<file path="src/rtl/store_merge_buffer_pkg.sv">
// Shared types for the L1 store merge buffer: cache store-port structs,
// buffer entry layout, drain FSM encoding and a byte-lane merge helper.
package store_merge_buffer_pkg;

    localparam int unsigned PADDR_W   = 56;
    localparam int unsigned DW_ADDR_W = PADDR_W - 3;
    localparam int unsigned INDEX_W   = 12;
    localparam int unsigned TAG_W     = PADDR_W - INDEX_W;
    localparam int unsigned DATA_W    = 64;
    localparam int unsigned BE_W      = DATA_W / 8;

    typedef struct packed {
        logic [INDEX_W-1:0] address_index;
        logic [TAG_W-1:0]   address_tag;
        logic [DATA_W-1:0]  data_wdata;
        logic               data_req;
        logic               data_we;
        logic [BE_W-1:0]    data_be;
        logic [1:0]         data_size;
        logic               kill_req;
        logic               tag_valid;
    } dcache_req_i_t;

    typedef struct packed {
        logic              data_gnt;
        logic              data_rvalid;
        logic [DATA_W-1:0] data_rdata;
    } dcache_req_o_t;

    typedef struct packed {
        logic                 valid;
        logic [DW_ADDR_W-1:0] addr;
        logic [DATA_W-1:0]    data;
        logic [BE_W-1:0]      be;
    } smb_entry_t;

    typedef enum logic [1:0] {
        SMB_IDLE = 2'd0,
        SMB_WAIT = 2'd1,
        SMB_REQ  = 2'd2
    } smb_state_e;

    function automatic logic [DATA_W-1:0] merge_bytes(
        input logic [DATA_W-1:0] old_data,
        input logic [DATA_W-1:0] new_data,
        input logic [BE_W-1:0]   be
    );
        logic [DATA_W-1:0] res;
        res = old_data;
        for (int b = 0; b < BE_W; b++) begin
            if (be[b]) res[8*b +: 8] = new_data[8*b +: 8];
        end
        return res;
    endfunction

endpackage

</file>
<file path="src/rtl/store_merge_buffer.sv">
// Posted-store buffer: merges committed stores per doubleword into the
// youngest entry and drains the oldest entry as a single cache write.
//
//   state    | meaning
//   ---------+-----------------------------------------------------------
//   SMB_IDLE | buffer empty, nothing to drain
//   SMB_WAIT | entries held, age counter gives a lone entry time to merge
//   SMB_REQ  | head entry presented to the cache, held until data_gnt
module store_merge_buffer
    import store_merge_buffer_pkg::*;
#(
    parameter int unsigned DEPTH         = 4,
    parameter int unsigned DRAIN_TIMEOUT = 8
) (
    input  logic          clk_i,
    input  logic          rst_ni,
    input  logic          flush_i,
    input  logic          st_valid_i,
    output logic          st_ready_o,
    input  logic [55:0]   st_paddr_i,
    input  logic [63:0]   st_data_i,
    input  logic [7:0]    st_be_i,
    input  logic [11:0]   check_offset_i,
    output logic          match_o,
    output logic          empty_o,
    output dcache_req_i_t req_port_o,
    input  dcache_req_o_t req_port_i
);

    localparam int unsigned PTR_W    = $clog2(DEPTH);
    localparam int unsigned CNT_W    = PTR_W + 1;
    localparam logic [7:0]  AGE_LAST = 8'(DRAIN_TIMEOUT - 1);

    smb_entry_t           entries_q [DEPTH];
    logic [PTR_W-1:0]     head_q, tail_q, tail_m1, head_nxt;
    logic [CNT_W-1:0]     count_q, count_nxt;
    logic [7:0]           age_q, age_nxt;
    smb_state_e           state_q, state_nxt;
    logic [DW_ADDR_W-1:0] st_addr;
    logic                 locked, merge_hit, merge_into_head, push, pop, go_req;
    logic [7:0]           head_be_nxt;
    logic                 unused_inputs;

    assign unused_inputs = ^{req_port_i.data_rvalid, req_port_i.data_rdata, st_paddr_i[2:0]};

    assign st_addr   = st_paddr_i[55:3];
    assign tail_m1   = tail_q - PTR_W'(1);
    assign locked    = (tail_m1 == head_q) && (state_q == SMB_REQ);
    assign merge_hit = st_valid_i && !flush_i && (count_q != '0)
                       && (st_addr == entries_q[tail_m1].addr) && !locked;
    assign push      = st_valid_i && !merge_hit && (count_q < CNT_W'(DEPTH));
    assign pop       = (state_q == SMB_REQ) && req_port_i.data_gnt;

    assign st_ready_o = merge_hit || (count_q < CNT_W'(DEPTH));
    assign empty_o    = (count_q == '0);

    assign count_nxt       = count_q + CNT_W'(push) - CNT_W'(pop);
    assign head_nxt        = pop ? head_q + PTR_W'(1) : head_q;
    assign merge_into_head = merge_hit && (tail_m1 == head_nxt);

    // Drain decisions look at the post-edge head so that a full-mask store
    // or a completing merge requests in the very next cycle.
    always_comb begin
        head_be_nxt = entries_q[head_nxt].be;
        if (push && (tail_q == head_nxt)) begin
            head_be_nxt = st_be_i;
        end else if (merge_into_head) begin
            head_be_nxt = entries_q[head_nxt].be | st_be_i;
        end
    end

    always_comb begin
        age_nxt = age_q;
        if (push || merge_into_head || pop) begin
            age_nxt = '0;
        end else if (state_q == SMB_WAIT) begin
            age_nxt = age_q + 8'd1;
        end
    end

    assign go_req = (count_nxt >= CNT_W'(2)) || (head_be_nxt == 8'hFF)
                    || flush_i || (age_nxt == AGE_LAST);

    always_comb begin
        state_nxt = state_q;
        case (state_q)
            SMB_IDLE: if (push) state_nxt = go_req ? SMB_REQ : SMB_WAIT;
            SMB_WAIT: if (go_req) state_nxt = SMB_REQ;
            SMB_REQ: begin
                if (pop) begin
                    if (count_nxt == '0) state_nxt = SMB_IDLE;
                    else                 state_nxt = go_req ? SMB_REQ : SMB_WAIT;
                end
            end
            default: state_nxt = SMB_IDLE;
        endcase
    end

    always_ff @(posedge clk_i or negedge rst_ni) begin
        if (!rst_ni) begin
            state_q <= SMB_IDLE;
            head_q  <= '0;
            tail_q  <= '0;
            count_q <= '0;
            age_q   <= '0;
        end else begin
            state_q <= state_nxt;
            head_q  <= head_nxt;
            count_q <= count_nxt;
            age_q   <= age_nxt;
            if (push) tail_q <= tail_q + PTR_W'(1);
        end
    end

    // Pop and push never hit the same slot: push needs a free slot, and the
    // head is never the merge target while it is being presented.
    always_ff @(posedge clk_i or negedge rst_ni) begin
        if (!rst_ni) begin
            for (int i = 0; i < DEPTH; i++) entries_q[i] <= '0;
        end else begin
            if (pop) entries_q[head_q].valid <= 1'b0;
            if (push) begin
                entries_q[tail_q] <= '{valid: 1'b1, addr: st_addr,
                                       data: st_data_i, be: st_be_i};
            end
            if (merge_hit) begin
                entries_q[tail_m1].data <= merge_bytes(entries_q[tail_m1].data,
                                                       st_data_i, st_be_i);
                entries_q[tail_m1].be   <= entries_q[tail_m1].be | st_be_i;
            end
        end
    end

    always_comb begin
        match_o = 1'b0;
        for (int i = 0; i < DEPTH; i++) begin
            if (entries_q[i].valid && (entries_q[i].addr[8:0] == check_offset_i[11:3])) begin
                match_o = 1'b1;
            end
        end
    end

    always_comb begin
        req_port_o = '0;
        if (state_q == SMB_REQ) begin
            req_port_o.address_index = {entries_q[head_q].addr[8:0], 3'b000};
            req_port_o.address_tag   = entries_q[head_q].addr[52:9];
            req_port_o.data_wdata    = entries_q[head_q].data;
            req_port_o.data_be       = entries_q[head_q].be;
            req_port_o.data_req      = 1'b1;
            req_port_o.data_we       = 1'b1;
            req_port_o.data_size     = 2'b11;
        end
    end

endmodule

</file>
<file path="config.mk">
export PLATFORM = sky130hd
export DESIGN_NAME = store_merge_buffer
export DESIGN_NICKNAME = d
export VERILOG_FILES = /design/src/rtl/store_merge_buffer_pkg.sv /design/src/rtl/store_merge_buffer.sv
export SDC_FILE = /design/constraint.sdc
export NUM_CORES = 1
export LEC_CHECK = 0
export BUFFER_PORTS_ARGS = -buffer_cell sky130_fd_sc_hd__buf_2
export CAP_MARGIN = 20
export CELL_PAD_IN_SITES_DETAIL_PLACEMENT = 0
export CELL_PAD_IN_SITES_GLOBAL_PLACEMENT = 1
export CORE_UTILIZATION = 50
export CTS_CLUSTER_SIZE = 28
export DETAILED_ROUTE_END_ITERATION = 10
export PLACE_DENSITY_LB_ADDON = 0.08
export SETUP_SLACK_MARGIN = 0.5
export SLEW_MARGIN = 20
export SYNTH_ARGS = -nofsm -noshare
export SYNTH_HDL_FRONTEND = slang
export SYNTH_SLANG_ARGS = --single-unit
</file>
<file path="constraint.sdc">
create_clock -name clk_i -period 6 [get_ports clk_i]
set_input_delay 1.2 -clock clk_i [delete_from_list [all_inputs] [get_ports clk_i]]
set_output_delay 1.2 -clock clk_i [all_outputs]
set_load 0.05 [all_outputs]
</file>
==> impl_metrics.py <==
metrics = {
    "outcome": {
        "outcome": "finished clean",
    },
    "yosys": {
        "synth_async_sr_flop_share_pct": 100.0,
        "yosys.cell_types.count": 65,
        "synth_area_um2": 32140,
        "ys.warnings.count": 0,
        "seq_area_frac_synth_pct": 40.56,
        "postSynthCellCount": 2369,
        "syn_area_per_cell_um2": 13.57,
        "synth_edf_count": 0,
        "synthFlopType": "dfrtp_1",
        "synth-seq-cells": 521,
    },
    "die": {
        "io_pins": 347,
        "row_count": 92,
        "die_h_um": 255.6,
        "core-area_um2": 63310,
        "dieWidth_um": 255.6,
        "dieArea_um2": 65310,
        "initial_utilization_pct": 50.77,
    },
    "place": {
        "hpwl_mm": 56.96,
        "io_buffers": 270,
        "gp_congestion": 0.8391,
    },
    "grt": {
        "grt_pass1_vias": 23500,
        "grt_busiest_layer": "met2",
        "grt_util_met3_pct": 5.932,
        "overflow": 0,
        "grt_max_degree": 133,
        "gr-usage-all-layers_pct": 28.91,
        "antenna_found_initial": 17,
        "use_met1_pct": 39.33,
        "grt_pass1_wl_mm": 146.1,
        "grtUsageMet2_pct": 45.78,
    },
    "clock_network": {
        "cts.hold.buffers_added": 0,
        "cts_tree": "yes",
        "clk_path_buf_depth": 3,
        "clkSlewWorstSetupHoldPaths_ns": 0.06,
        "cts_htree_levels": 2,
        "clk_latency_ns": 0.62,
        "cts_sinks": 521,
        "root_buffer": "clkbuf_16",
        "numCtsBuffers": 60,
    },
    "routing": {
        "dr.pass1.iters": 5,
        "routed_wl_mm": 93.93,
        "drtAntennaViolNets": 0,
        "via_per_inst": 6.286,
        "vias": 21850,
        "first_iter_violations": 1648,
        "detail_route.wl_per_cell_um": 27.02,
        "drc": 0,
    },
    "flow_run": {
        "drv_cap": 0,
    },
    "critical_path": {
        "critPathKind": "reg -> out",
        "crit_chain": "inv_1 > ha_4 > buf_12 > buf_4 > mux4_2 > xnor2_2 > nand4_1 > or4_4 > nor4_4 > nand3_2 > nand2_1 > clkbuf_4",
        "end_kind": "primary output",
        "cp.arrival_ns": 4.18,
        "crit_path_start_kind": "flop",
        "critical-path-max-stage-delay_ns": 0.53,
        "crit_required_ns": 4.80,
        "crit_path_top_delay_cell": "or4_4",
        "critPathMaxFanout": 10,
    },
    "min_path": {
        "hp-class": "reg -> reg",
    },
    "sta": {
        "final_max_slew_viol_count": 0,
        "rsz0062_at_grt": "false",
        "fmax_mhz": 186.0,
        "tns_ns": 0,
        "finalSetupViolCount": 0,
        "slew_headroom_pct": 27.81,
        "finalHoldViolations": 0,
        "final.period_utilization_pct": 89.60,
        "min_period_ns": 5.376,
        "fin_skew_ns": 0.01741,
        "max_slew.worst_pin.slew_ns": 1.083,
    },
    "cells_and_area": {
        "final_common_cell": "mux2i_1",
        "final_cell_mix": "694 x mux2i_1, 518 x dfrtp_1, 268 x buf_2",
        "layout-drive-gt1-share_pct": 34.28,
        "syn2layout_area_growth_pct": 13.35,
        "final_nets": 2790,
    },
}
[area by class of cell]
class                      instances  area (um^2)
timing repair buffer             320         2008
inverter                          22        87.58
antenna                           13        32.53
fill                            5183        26880
tap                              846         1059
clock buffer                      91         1759
sequential                       521        13050
multi-input combinational       1643        18160
clock inverter                    20        280.3
[metal layers]
layer / up-vias / part of all wire [%] / wire, um
met5: - / 0.061 / 57
met4: 10 / 3.5 / 3270
met3: 187 / 6.0 / 5621
met2: 664 / 48 / 44760
met1: 11560 / 43 / 40220
li1: 9426 / - / -
[synthesized netlist by cell type (all sizes together), types with 7 or more instances]
master	count	area, um^2
mux2i	694	6947
dfrtp	521	13040
mux4	234	5270
mux2	214	2410
and2	130	813.3
buf	116	747.0
clkbuf	71	266.5
xnor2	47	419.2
xor2	40	350.3
nor2	38	142.6
nand2	27	101.4
nand4	22	137.6
inv	20	75.07
o22ai	17	106.4
nor3	16	80.08
nor4	16	127.6
nand2b	14	87.58
o21ai	13	65.06
a21oi	11	55.05
ha	11	137.6
nand3	9	45.04
a31oi	8	65.06
a22oi	7	52.55
[cells by family (layout without fill, tap and decap cells)]
logic type,Yosys count,in the layout,synth area share [%]
mux,1142,1142,45.50
flops,521,521,40.56
simple gates,304,304,5.558
buf+inv,209,453,3.410
compound gates,93,93,2.075
xor+xnor,87,87,2.394
fa+ha+maj,12,12,0.4904
other cells,1,18,0.01167
[through the flow]
step	hold slack [ns]	area, um^2	instances	setup slack, ns	utilization, %
after global routing	0.5453	36420	3472	0.5018	57.53
after CTS	0.5267	36370	3463	0.5198	57.45
after detailed placement	0.5117	34170	3347	0.5032	53.98
final	0.5239	36430	3476	0.6242	57.55
after global placement	0.5033	34170	3347	0.5236	53.98
after floorplan	0.4490	32160	2373	0.8355	-
[worst max-delay path, delay by kind of cell (launching register included)]
family,cells,cell delay (ns)
AND/OR/NAND/NOR,5,1.35
buffers and inverters,4,0.74
flip-flops,1,0.47
multiplexers,1,0.36
adder cells (fa/ha/maj),1,0.31
XOR/XNOR,1,0.29
[what timing repair did]
| item | 4_1_cts | 5_1_grt |
|---|---|---|
| cloned | 1 | 0 |
| setup buffers | 4 | 0 |
| gates resized for setup | 9 | 5 |
| endpoints found under the hold margin | 0 | 0 |
| setup endpoints to repair | 2 | 1 |
| pin swaps | 1 | 0 |
[worst paths after layout]
kind	start	to	slack, ns	depth (start not counted)
worst min-delay path	entries_q[125]	entries_q[125]	0.52	1
worst max register to register	tail_q[0]	state_q[1]	0.76	22
max in group asynchronous	rst_ni	entries_q[32]	4.24	2
worst max-delay path	tail_q[0]	st_ready_o	0.62	12
min in group asynchronous	rst_ni	async pin	0.54	1
worst min register to register	entries_q[125]	entries_q[125]	0.52	1
Power is not shown: default switching activity piles up to over one toggle a cycle in this logic, so the estimate is an artifact.
